--- src/rtl/nibble_alu_sched.sv ---
// nibble_alu_sched: round-robin arbiter that runs a W-bit add/subtract nibble-serially
// through an external registered 4-bit sumador, chaining RCO back into Cin.
`default_nettype none

module nibble_alu_sched #(
  parameter int NNIB = 8
) (
  input  logic                CLK,
  input  logic                RESET_L,
  input  logic                REQ0,
  input  logic                REQ1,
  input  logic                SUB0,
  input  logic                SUB1,
  input  logic [4*NNIB-1:0]   OPA0,
  input  logic [4*NNIB-1:0]   OPB0,
  input  logic [4*NNIB-1:0]   OPA1,
  input  logic [4*NNIB-1:0]   OPB1,
  output logic                ACK0,
  output logic                ACK1,
  output logic [4*NNIB-1:0]   RES,
  output logic                CO,
  output logic                GNT,
  output logic                BUSY,
  output logic [3:0]          A,
  output logic [3:0]          B,
  output logic                Cin,
  output logic                ENB,
  output logic [1:0]          MODO,
  input  logic [3:0]          Q,
  input  logic                RCO
);

  localparam int W  = 4 * NNIB;
  localparam int IW = (NNIB > 1) ? $clog2(NNIB) : 1;

  typedef enum logic [1:0] {
    S_IDLE = 2'd0,
    S_RUN  = 2'd1,
    S_LAST = 2'd2,
    S_CLR  = 2'd3
  } state_t;

  state_t          state, next_state;
  logic [IW-1:0]   idx;
  logic            rr_ptr;
  logic            gnt;
  logic            sub_q;
  logic [W-1:0]    opa_q;
  logic [W-1:0]    opb_q;
  logic [W-1:0]    acc;
  logic [W-1:0]    res_next;
  logic            grant;
  logic            winner;
  logic [3:0]      opa_nib;
  logic [3:0]      opb_nib;

  assign opa_nib = opa_q[{idx, 2'b00} +: 4];
  assign opb_nib = opb_q[{idx, 2'b00} +: 4];
  assign BUSY    = (state != S_IDLE);
  assign GNT     = gnt;

  always_comb begin
    res_next          = acc;
    res_next[W-1 -: 4] = Q;
  end

  always_comb begin
    next_state = state;
    grant      = 1'b0;
    winner     = 1'b0;
    A          = 4'd0;
    B          = 4'd0;
    Cin        = 1'b0;
    ENB        = 1'b0;
    MODO       = 2'b00;
    ACK0       = 1'b0;
    ACK1       = 1'b0;
    case (state)
      S_IDLE: begin
        if (REQ0 || REQ1) begin
          grant      = 1'b1;
          // On contention the requester the pointer does not name wins.
          winner     = (REQ0 && REQ1) ? ~rr_ptr : REQ1;
          next_state = S_RUN;
        end
      end
      S_RUN: begin
        A    = opa_nib;
        B    = sub_q ? ~opb_nib : opb_nib;
        Cin  = (idx == '0) ? sub_q : RCO;
        ENB  = 1'b1;
        MODO = 2'b01;
        if (idx == IW'(NNIB - 1)) next_state = S_LAST;
      end
      S_LAST: begin
        ENB        = 1'b1;
        next_state = S_CLR;
      end
      S_CLR: begin
        ENB        = 1'b1;
        MODO       = 2'b11;
        ACK0       = ~gnt;
        ACK1       = gnt;
        next_state = S_IDLE;
      end
      default: next_state = S_IDLE;
    endcase
  end

  always_ff @(posedge CLK or negedge RESET_L) begin
    if (!RESET_L) begin
      state  <= S_IDLE;
      idx    <= '0;
      rr_ptr <= 1'b1;
      gnt    <= 1'b0;
      sub_q  <= 1'b0;
      opa_q  <= '0;
      opb_q  <= '0;
      acc    <= '0;
      RES    <= '0;
      CO     <= 1'b0;
    end else begin
      state <= next_state;
      case (state)
        S_IDLE: begin
          if (grant) begin
            rr_ptr <= winner;
            gnt    <= winner;
            opa_q  <= winner ? OPA1 : OPA0;
            opb_q  <= winner ? OPB1 : OPB0;
            sub_q  <= winner ? SUB1 : SUB0;
            idx    <= '0;
          end
        end
        S_RUN: begin
          // Q lags one cycle behind the nibble being presented.
          if (idx != '0) acc[{idx - IW'(1), 2'b00} +: 4] <= Q;
          idx <= idx + IW'(1);
        end
        S_LAST: begin
          RES <= res_next;
          CO  <= RCO;
        end
        default: ;
      endcase
    end
  end

endmodule

`default_nettype wire

--- config.mk ---
export PLATFORM = sky130hd
export DESIGN_NAME = nibble_alu_sched
export DESIGN_NICKNAME = d
export VERILOG_FILES = /design/src/rtl/nibble_alu_sched.sv
export SDC_FILE = /design/constraint.sdc
export NUM_CORES = 1
export LEC_CHECK = 0
export ABC_AREA = 1
export CAP_MARGIN = 20
export CORE_MARGIN = 3
export CORE_UTILIZATION = 35
export CTS_CLUSTER_SIZE = 40
export DETAILED_ROUTE_END_ITERATION = 7
export DONT_BUFFER_PORTS = 1
export GPL_ROUTABILITY_DRIVEN = 1
export GPL_TIMING_DRIVEN = 1
export PLACE_DENSITY = 0.49
export RECOVER_POWER = 100
export SKIP_LAST_GASP = 1
export SYNTH_ARGS = -nofsm -noshare
export SYNTH_HDL_FRONTEND = slang
export SYNTH_SLANG_ARGS = --single-unit
export TNS_END_PERCENT = 50
--- constraint.sdc ---
create_clock -name CLK -period 2.2 [get_ports CLK]
set_input_delay 0 -clock CLK [delete_from_list [all_inputs] [get_ports CLK]]
set_output_delay 0 -clock CLK [all_outputs]
set_load 0.02 [all_outputs]
==> out/results.tsv, run 1 <==
metric	value	unit
outcome	complete, but fails checks	
failing checks	negative hold slack	
Rel. slew slack	0.7053	
Slew Limit Fails	0	
crit path max fanout	31	
Starting Density	0.3626	
I/O Pins	188	
Period minus WS final	2.126	ns
cts bufs inserted	17	
Post-Syn Nets	924	
CP Data Required Time	2.20	ns
hold_buf cts	137	
Synth Area in Compound Gates	0.1600	
clock skew	0.007764	ns
vias in the first global route	6027	
clock tree buffer depth	2	
# port buffers	0	
cells on worst reg2reg path	10	
pre-CTS WS	0.1136	ns
antenna violations before repair	0	
max cap viols	0	
kind of critical path	reg -> out	
most frequent cells after synthesis	dfrtp_1, nand2_1, nor2_1	
core area	18270	um^2
Primary FF master, synth	dfrtp_1	
VDD IR max	0.7103	mV
CP endpoint kind	primary output	
Mapped Area	6624	um^2
Die Span X	143.6	um
Crit Reg-Reg Endpoint	acc[23]	
via/cell ratio	5.153	
power per standard cell area	1453	nW/um^2
r2r startpoint	idx[0]	
FFs w/ async S/R, synth	1.000	
Antenna Nets Post-Route	0	
static leakage	3.913	nW
drt initial violations	411	
Area after DPL	6869	um^2
Area Overhead vs Synth	34.38	%
number of synthesized flops with an enable pin	0	
routability congestion estimate	0.7814	
dpl cells	972	
mux cell area share after synthesis	0.04250	
Worst Setup Start Kind	flip-flop	
synth unique cells	32	
WL final	19.70	mm
main combinational cell family by area after synthesis	simple AND/OR/NAND/NOR gates	
sequential fraction of the synthesis area	0.5026	
Cells after Synth	772	
Synth warnings	0	
f_max	470.4	MHz
Synth area leaders	dfrtp_1, nand2_1, o21ai_0	
WHS	-0.7253	ns
largest net degree at the start of global routing	134	
Final Cell Area	8901	um^2
final hold vios	133	
share of the core filled with cells	0.4872	
Total GRT Usage	0.1948	
share of layout cells above drive strength 1	0.1053	
largest area contributor in the netlist	dfrtp_1	
RSZ-0062 raised after global routing	yes	
CTS tree	built	
Nets	1051	
syn_area_per_cell	8.580	um^2
final worst slack	0.07397	ns
CTS H-Tree Depth	4	
reg-to-reg slack, setup	0.12	ns
most frequent cell after synthesis	dfrtp_1	
Setup Viol. Count Final	0	
Post-Synth XOR/XNOR Area	0.004156	
fin cells	1141	
# clock sinks	133	
Worst-Margin Slew	0.4420	ns
DRC violations left	0	
hold crit path type	in -> async	
Synth top area share	0.4987	
Detail Placement HPWL	13.16	mm
Clk pin slew, worst setup/hold paths	0.06	ns
# rows	49	
clk_lat worst skew	0.42	ns
DR vias	5880	
setup tns final	0	ns
first-pass GRT wire length	31.24	mm
# diodes	0	
Tcrit/Tclk final	0.9664	
drt wl/cell	17.26	um
CTS Root Cell	clkbuf_16	
Die ar.	20610	um^2
Synth Area in Simple Gates	0.1827	
adder-cell share of the synthesized area	0.02456	
Chip Height	143.6	um
Total Power	12.93	mW
flop and latch count out of synthesis	133	
grt ovf	0	
crit path DAT	2.13	ns
DRT Pass-1 Iters	5	
cell type report:
class                           count  area (um^2)
Fill cell                        1696         9369
Sequential cell                   133         3331
Multi-Input combinational cell    511         2746
Timing Repair Buffer              156         1572
Clock buffer                       18        439.2
Inverter                           80        305.3
Tap cell                          229        286.5
Clock inverter                     14        221.5
repair_timing:
action / 4_1_cts / 5_1_grt
endpoints found under the hold margin: 232 / 133
setup endpoints to repair: 1 / 17
gates resized for setup: 1 / 4
setup buffers: 0 / 0
metal layers:
layer	up-vias	track usage	share of wire
met5	-	0	0
met4	0	0.06145	0.016
met3	27	0.05158	0.066
met2	204	0.3340	0.50
met1	2816	0.2400	0.42
li1	2833	-	-
report_power, final:
| group | total (mW) | switching, mW | internal, mW |
|---|---|---|---|
| combinational | 5.25 | 3.23 | 2.02 |
| clock | 3.19 | 1.14 | 2.06 |
| sequential | 4.48 | 0.907 | 3.58 |
| total | 12.9 | 5.28 | 7.65 |
state kept, by name, summed over array words and instances, names as in the netlist:
register  cells
acc          28
GNT           1
idx           3
sub_q         1
state         2
RES          32
opb_q        32
CO            1
opa_q        32
rr_ptr        1
cells by family after synthesis:
logic type | after synthesis
simple gates | 281
fa+ha+maj | 13
xor+xnor | 1
buf+inv | 128
mux | 25
flops | 133
compound gates | 191
worst max path at each step:
stage / start / to / slack, ns / cells after the start
after floorplan: idx[1] / acc[22] / 0.06 / 11
after global placement: idx[0] / acc[1] / 0.20 / 9
after detailed placement: idx[0] / acc[17] / 0.11 / 9
after CTS: idx[0] / Cin / 0.06 / 7
after global routing: idx[0] / Cin / -0.02 / 7
final: idx[0] / Cin / 0.07 / 7
worst max-delay path, stage by stage (launching register included):
cell and delay [ns]:
dfrtp_2 0.42, inv_2 0.07, buf_6 0.25, ha_1 0.32, nand2_4 0.10, o21ai_0 0.31, a21oi_1 0.07, buf_4 0.17
cells in the final DEF (no fill, tap or decap), types with 3 or more instances in the layout:
cell and count:
nand2_1 125, inv_6 5, nand4_1 5, nand3_1 39
mux2_2 25, dlygate4sd3_1 137, clkinv_4 3, o211ai_1 4
a21oi_1 30, nand3_2 5, inv_1 75, nor3_1 6
buf_4 10, clkbuf_16 17, bufinv_16 5, a31oi_1 17
and3_1 4, nor2_1 90, o21ai_1 5, dfrtp_1 131
buf_12 5, o22ai_1 49, inv_2 3, ha_1 12
o21ai_0 85
No activity file was read; power rests on OpenSTA's default activity.
==> run 2, diff against run 1 <==
- CORE_UTILIZATION: 35 -> 56
- PLACE_DENSITY: 0.49 -> 0.72
==> run 2 against run 1 <==
The flow still finishes with violations (negative hold slack); non-clock buffer count shrank 1; cell count is 7.3% lower; maximum frequency grew 0.33%; power decreased by 3.7%; clock-buffer cell count increased by 2; worst setup slack better by 0.0071 ns; die area down 36%; critical path type is now reg -> reg; critical endpoint is now opb_q[17]; largest power group unchanged.
==> out/results.tsv, run 2 (same netlist as run 1, synthesis figures left out) <==
metric	value	unit
outcome	complete, but fails checks	
failing checks	negative hold slack	
Slew Limit Fails	0	
core area	11470	um^2
drt wl/cell	19.12	um
# port buffers	0	
drt initial violations	625	
CTS H-Tree Depth	4	
crit path max fanout	91	
Starting Density	0.5776	
# clock sinks	133	
Max stage delay on crit path	0.40	ns
Total Power	12.45	mW
WL final	20.23	mm
Chip Height	114.8	um
max cap viols	0	
hold crit path type	in -> async	
Worst-Margin Slew	0.8623	ns
vias in the first global route	6278	
DR vias	6265	
CTS tree	built	
first-pass GRT wire length	31.86	mm
CP max stage cell	dfrtp_1	
largest net degree at the start of global routing	134	
cts bufs inserted	17	
static leakage	3.864	nW
Die ar.	13170	um^2
final hold vios	133	
CP Data Required Time	2.52	ns
most used cell, CP	inv_1	
clock skew	0.006263	ns
critical-path cell list	inv_1 -> ha_1 -> inv_1 -> a21oi_4 -> buf_12 -> o21ai_0 -> o22ai_1	
Total GRT Usage	0.3107	
VDD IR max	0.8932	mV
I/O Pins	188	
Die Span X	114.8	um
WHS	-0.7182	ns
RSZ-0062 raised after global routing	yes	
Area Overhead vs Synth	30.58	%
clk_lat worst skew	0.41	ns
CTS Root Cell	clkbuf_16	
via/cell ratio	5.922	
most common cell after layout, fill and taps aside	dlygate4sd3_1	
Rel. slew slack	0.4252	
clock tree buffer depth	2	
setup tns final	0	ns
routability congestion estimate	0.8763	
CP endpoint kind	flip-flop	
Post-Route M1 WL	7.535	mm
power per standard cell area	1440	nW/um^2
grt ovf	0	
DRT Pass-1 Iters	6	
Detail Placement HPWL	11.25	mm
met3 WL post-DR	1.609	mm
top flop regs	RES (32), opa_q (32), opb_q (32)	
Clk pin slew, worst setup/hold paths	0.06	ns
Nets	1050	
Period minus WS final	2.119	ns
# rows	39	
Setup Viol. Count Final	0	
crit path DAT	2.44	ns
met2 wire len	10.20	mm
f_max	471.9	MHz
Worst Setup Start Kind	flip-flop	
DRC violations left	0	
Antenna Nets Post-Route	0	
Tcrit/Tclk final	0.9632	
antenna violations before repair	3	
hold_buf cts	136	
postcts setup bufs	0	
kind of critical path	reg -> reg	
most frequent cells in the layout	dlygate4sd3_1, dfrtp_1, nand2_1	
DR top layer	met4	
cells on worst reg2reg path	7	
share of layout cells above drive strength 1	0.09769	
-- run 2: cell types whose count changed in the layout (fill, tap and decap cells not counted), sizes merged, moves of 2 or more --
cell / before / now
clkbuf: 21 / 27
buf: 16 / 12
clkinvlp: 0 / 4
diode: 0 / 4
bufinv: 5 / 2
inv: 83 / 81
-- run 2: repair_timing --
| item | 4_1_cts | 5_1_grt |
|---|---|---|
| endpoints found under the hold margin | 232 | 133 |
| endpoints found under the setup margin | 0 | 7 |
| resized for setup | 0 | 1 |
-- run 2: layout make-up --
type | instances | area [um^2]
Inverter | 80 | 305.3
Antenna cell | 4 | 10.01
Sequential cell | 133 | 3331
Timing Repair Buffer | 155 | 1514
Multi-Input combinational cell | 511 | 2716
Tap cell | 143 | 178.9
Fill cell | 766 | 2818
Clock inverter | 12 | 127.6
Clock buffer | 20 | 466.7
-- run 2: power breakdown --
| part | switching [mW] | internal [mW] |
|---|---|---|
| logic | 3.26 | 1.91 |
| registers | 0.919 | 3.58 |
| clock network | 1.03 | 1.75 |
-- run 2: final timing paths --
check	start	slack (ns)	endpoint
hold / removal	RESET_L	-0.72	RES[13]
max in group asynchronous	RESET_L	2.69	rr_ptr
hold reg to reg	acc[5]	0.48	acc[5]
setup / recovery	state[0]	0.08	opb_q[17]
setup reg to reg	state[0]	0.08	opb_q[17]
min in group CLK	REQ0	0	idx[2]
-- run 2: metal layers --
layer / vias up / global-route usage
met3: 84 / 0.07737
met5: - / 0
met4: 0 / 0.1573
met2: 379 / 0.5149
li1: 2838 / -
met1: 2964 / 0.3785
-- run 2: stage by stage --
stage / instances / utilization / hold slack (ns) / setup slack, ns / instance area, um^2
2_1_floorplan: 772 / - / -0.2956 / 0.06199 / 6625
3_3_place_gp: 886 / 0.5875 / -0.2909 / 0.2979 / 6736
3_5_place_dp: 886 / 0.5875 / -0.2918 / 0.2187 / 6736
4_1_cts: 1054 / 0.7580 / -0.7359 / 0.06684 / 8692
5_1_grt: 1057 / 0.7541 / -0.7412 / -0.06312 / 8647
6_report: 1058 / 0.7543 / -0.7182 / 0.08106 / 8650
-- run 2: worst max-delay path: cells and delay by family, from the launching register on --
kind	cells	cell delay (ns)
buf+inv	3	0.65
flops	1	0.40
fa+ha+maj	1	0.28
compound gates	3	0.63
==> run 3, diff against run 2 <==
- CORE_UTILIZATION: 56 -> 55
- PLACE_DENSITY: 0.72 -> 0.71
==> run 3 against run 2 <==
The flow still finishes with violations (negative hold slack); register-to-register slack is essentially flat; global-route usage shrank 1.2 points; largest cell class unchanged; highest routed layer unchanged; core utilization shrank 1.2 points; worst setup slack is essentially flat.
==> out/results.tsv, run 3 (same netlist as run 1, synthesis figures left out) <==
metric	value	unit
grt ovf	0	
Total GRT Usage	0.2985	
static leakage	3.846	nW
DRC violations left	0	
Area Overhead vs Synth	30.07	%
critical-path cell list	inv_1 -> ha_1 -> buf_4 -> o21ai_0 -> a21oi_1 -> buf_4	
fin cells	1054	
clock skew	0.007191	ns
Switch Pwr	5.190	mW
Slew Limit Fails	0	
# rows	39	
Setup Viol. Count Final	0	
hold_buf cts	137	
Period minus WS final	2.119	ns
top flop regs	RES (32), opa_q (32), opb_q (32)	
via/cell ratio	5.854	
f_max	471.9	MHz
postcts setup bufs	0	
combinational group share of total power	0.421	
Die Span X	115.7	um
Sw Share	0.4223	
DR vias	6170	
dpl cells	885	
outcome	complete, but fails checks	
first-pass GRT wire length	30.80	mm
WL final	19.49	mm
CTS H-Tree Depth	4	
core area	11610	um^2
max cap viols	0	
reg-to-reg slack, setup	0.09	ns
final hold vios	133	
cts bufs inserted	17	
WHS	-0.7275	ns
failing checks	negative hold slack	
Die ar.	13400	um^2
Worst Setup Start Kind	flip-flop	
clk_lat worst skew	0.43	ns
r2r startpoint	state[0]	
Area after DPL	6729	um^2
CTS tree	built	
CTS Root Cell	clkbuf_16	
Chip Height	115.7	um
hold crit path type	in -> async	
CP Data Required Time	2.20	ns
Seq pwr share	0.365	
RSZ-0062 raised after global routing	yes	
drt initial violations	796	
Nets	1050	
Detail Placement HPWL	11.24	mm
clock share of power	0.213	
antenna violations before repair	1	
crit path DAT	2.12	ns
most frequent cells in the layout	dlygate4sd3_1, dfrtp_1, nand2_1	
Antenna Nets Post-Route	0	
share of layout cells above drive strength 1	0.09681	
clock tree buffer depth	2	
largest net degree at the start of global routing	134	
Starting Density	0.5704	
internal power	7.101	mW
most used cell, CP	buf_4	
critical path launch point	state[1]	
Worst-Margin Slew	0.8860	ns
Final Cell Area	8616	um^2
I/O Pins	188	
CP max stage cell	ha_1	
drt wl/cell	18.49	um
# clock sinks	133	
Clk pin slew, worst setup/hold paths	0.06	ns
power per standard cell area	1427	nW/um^2
Tcrit/Tclk final	0.9632	
Worst Setup EP	Cin	
DRT Pass-1 Iters	5	
Max stage delay on crit path	0.43	ns
cells on worst reg2reg path	7	
kind of critical path	reg -> out	
CP endpoint kind	primary output	
VDD IR max	0.7844	mV
Rel. slew slack	0.4093	
routability congestion estimate	0.8767	
crit path max fanout	10	
Crit Reg-Reg Endpoint	opb_q[3]	
# port buffers	0	
vias in the first global route	6219	
most common cell after layout, fill and taps aside	dlygate4sd3_1	
run 3: cell types whose count changed in the layout (fill, tap and decap cells not counted), moves of 2 or more:
cell | before | now
diode_2 | 4 | 2
o21ai_1 | 3 | 5
o21ai_0 | 87 | 85
clkbuf_2 | 6 | 4
clkinvlp_4 | 4 | 2
clkinv_2 | 4 | 6
run 3: metal layers:
metal | up-vias | part of all wire | GRT usage
met2 | 358 | 0.51 | 0.5069
met3 | 67 | 0.085 | 0.08251
met1 | 2914 | 0.37 | 0.3427
met4 | 0 | 0.040 | 0.1632
li1 | 2831 | - | -
met5 | - | 0 | 0
run 3: cell type report:
cell class	count	area, um^2
Multi-Input combinational cell	511	2726
Tap cell	143	178.9
Fill cell	776	2998
Clock buffer	20	456.7
Sequential cell	133	3331
Inverter	80	305.3
Antenna cell	2	5.005
Clock inverter	10	83.83
Timing Repair Buffer	155	1529
run 3: timing repair:
item                       4_1_cts  5_1_grt
hold endpoints to repair       233      133
resized for setup                0        2
setup endpoints to repair        0        5
run 3: worst min-delay path by stage:
stage,endpoint,slack (ns),cells past startpoint
after CTS,RES[25],-0.74,0
after global routing,RES[16],-0.74,0
after global placement,RES[16],-0.29,0
final,acc[16],-0.73,0
after detailed placement,RES[16],-0.29,0
after floorplan,CO,-0.30,0
run 3: per-stage QoR:
step           utilization  hold slack [ns]  total power [mW]  TNS (ns)  setup WS [ns]
6_report            0.7419          -0.7275             12.29         0        0.08091
5_1_grt             0.7417          -0.7427             13.12   -0.2452       -0.05857
4_1_cts             0.7440          -0.7411             12.18         0        0.08087
3_5_place_dp        0.5794          -0.2928             9.367         0         0.2088
3_3_place_gp        0.5794          -0.2920             9.183         0         0.2671
2_1_floorplan            -          -0.2956             8.221         0        0.06199
run 3: power groups by stage:
stage	clock network [mW]	registers, mW	logic (mW)
CTS	2.63	4.47	5.08
floorplan	0	4.29	3.93
finish	2.62	4.49	5.17
detailed placement	0	4.51	4.86
global placement	0	4.47	4.72
global route	2.75	4.61	5.75
run 3: critical path: cells and delay by family (launching register included):
kind	cells	cell delay (ns)
flip-flops	1	0.40
AO/OA/AOI/OAI	2	0.32
buffers and inverters	3	0.54
adder cells (fa/ha/maj)	1	0.43
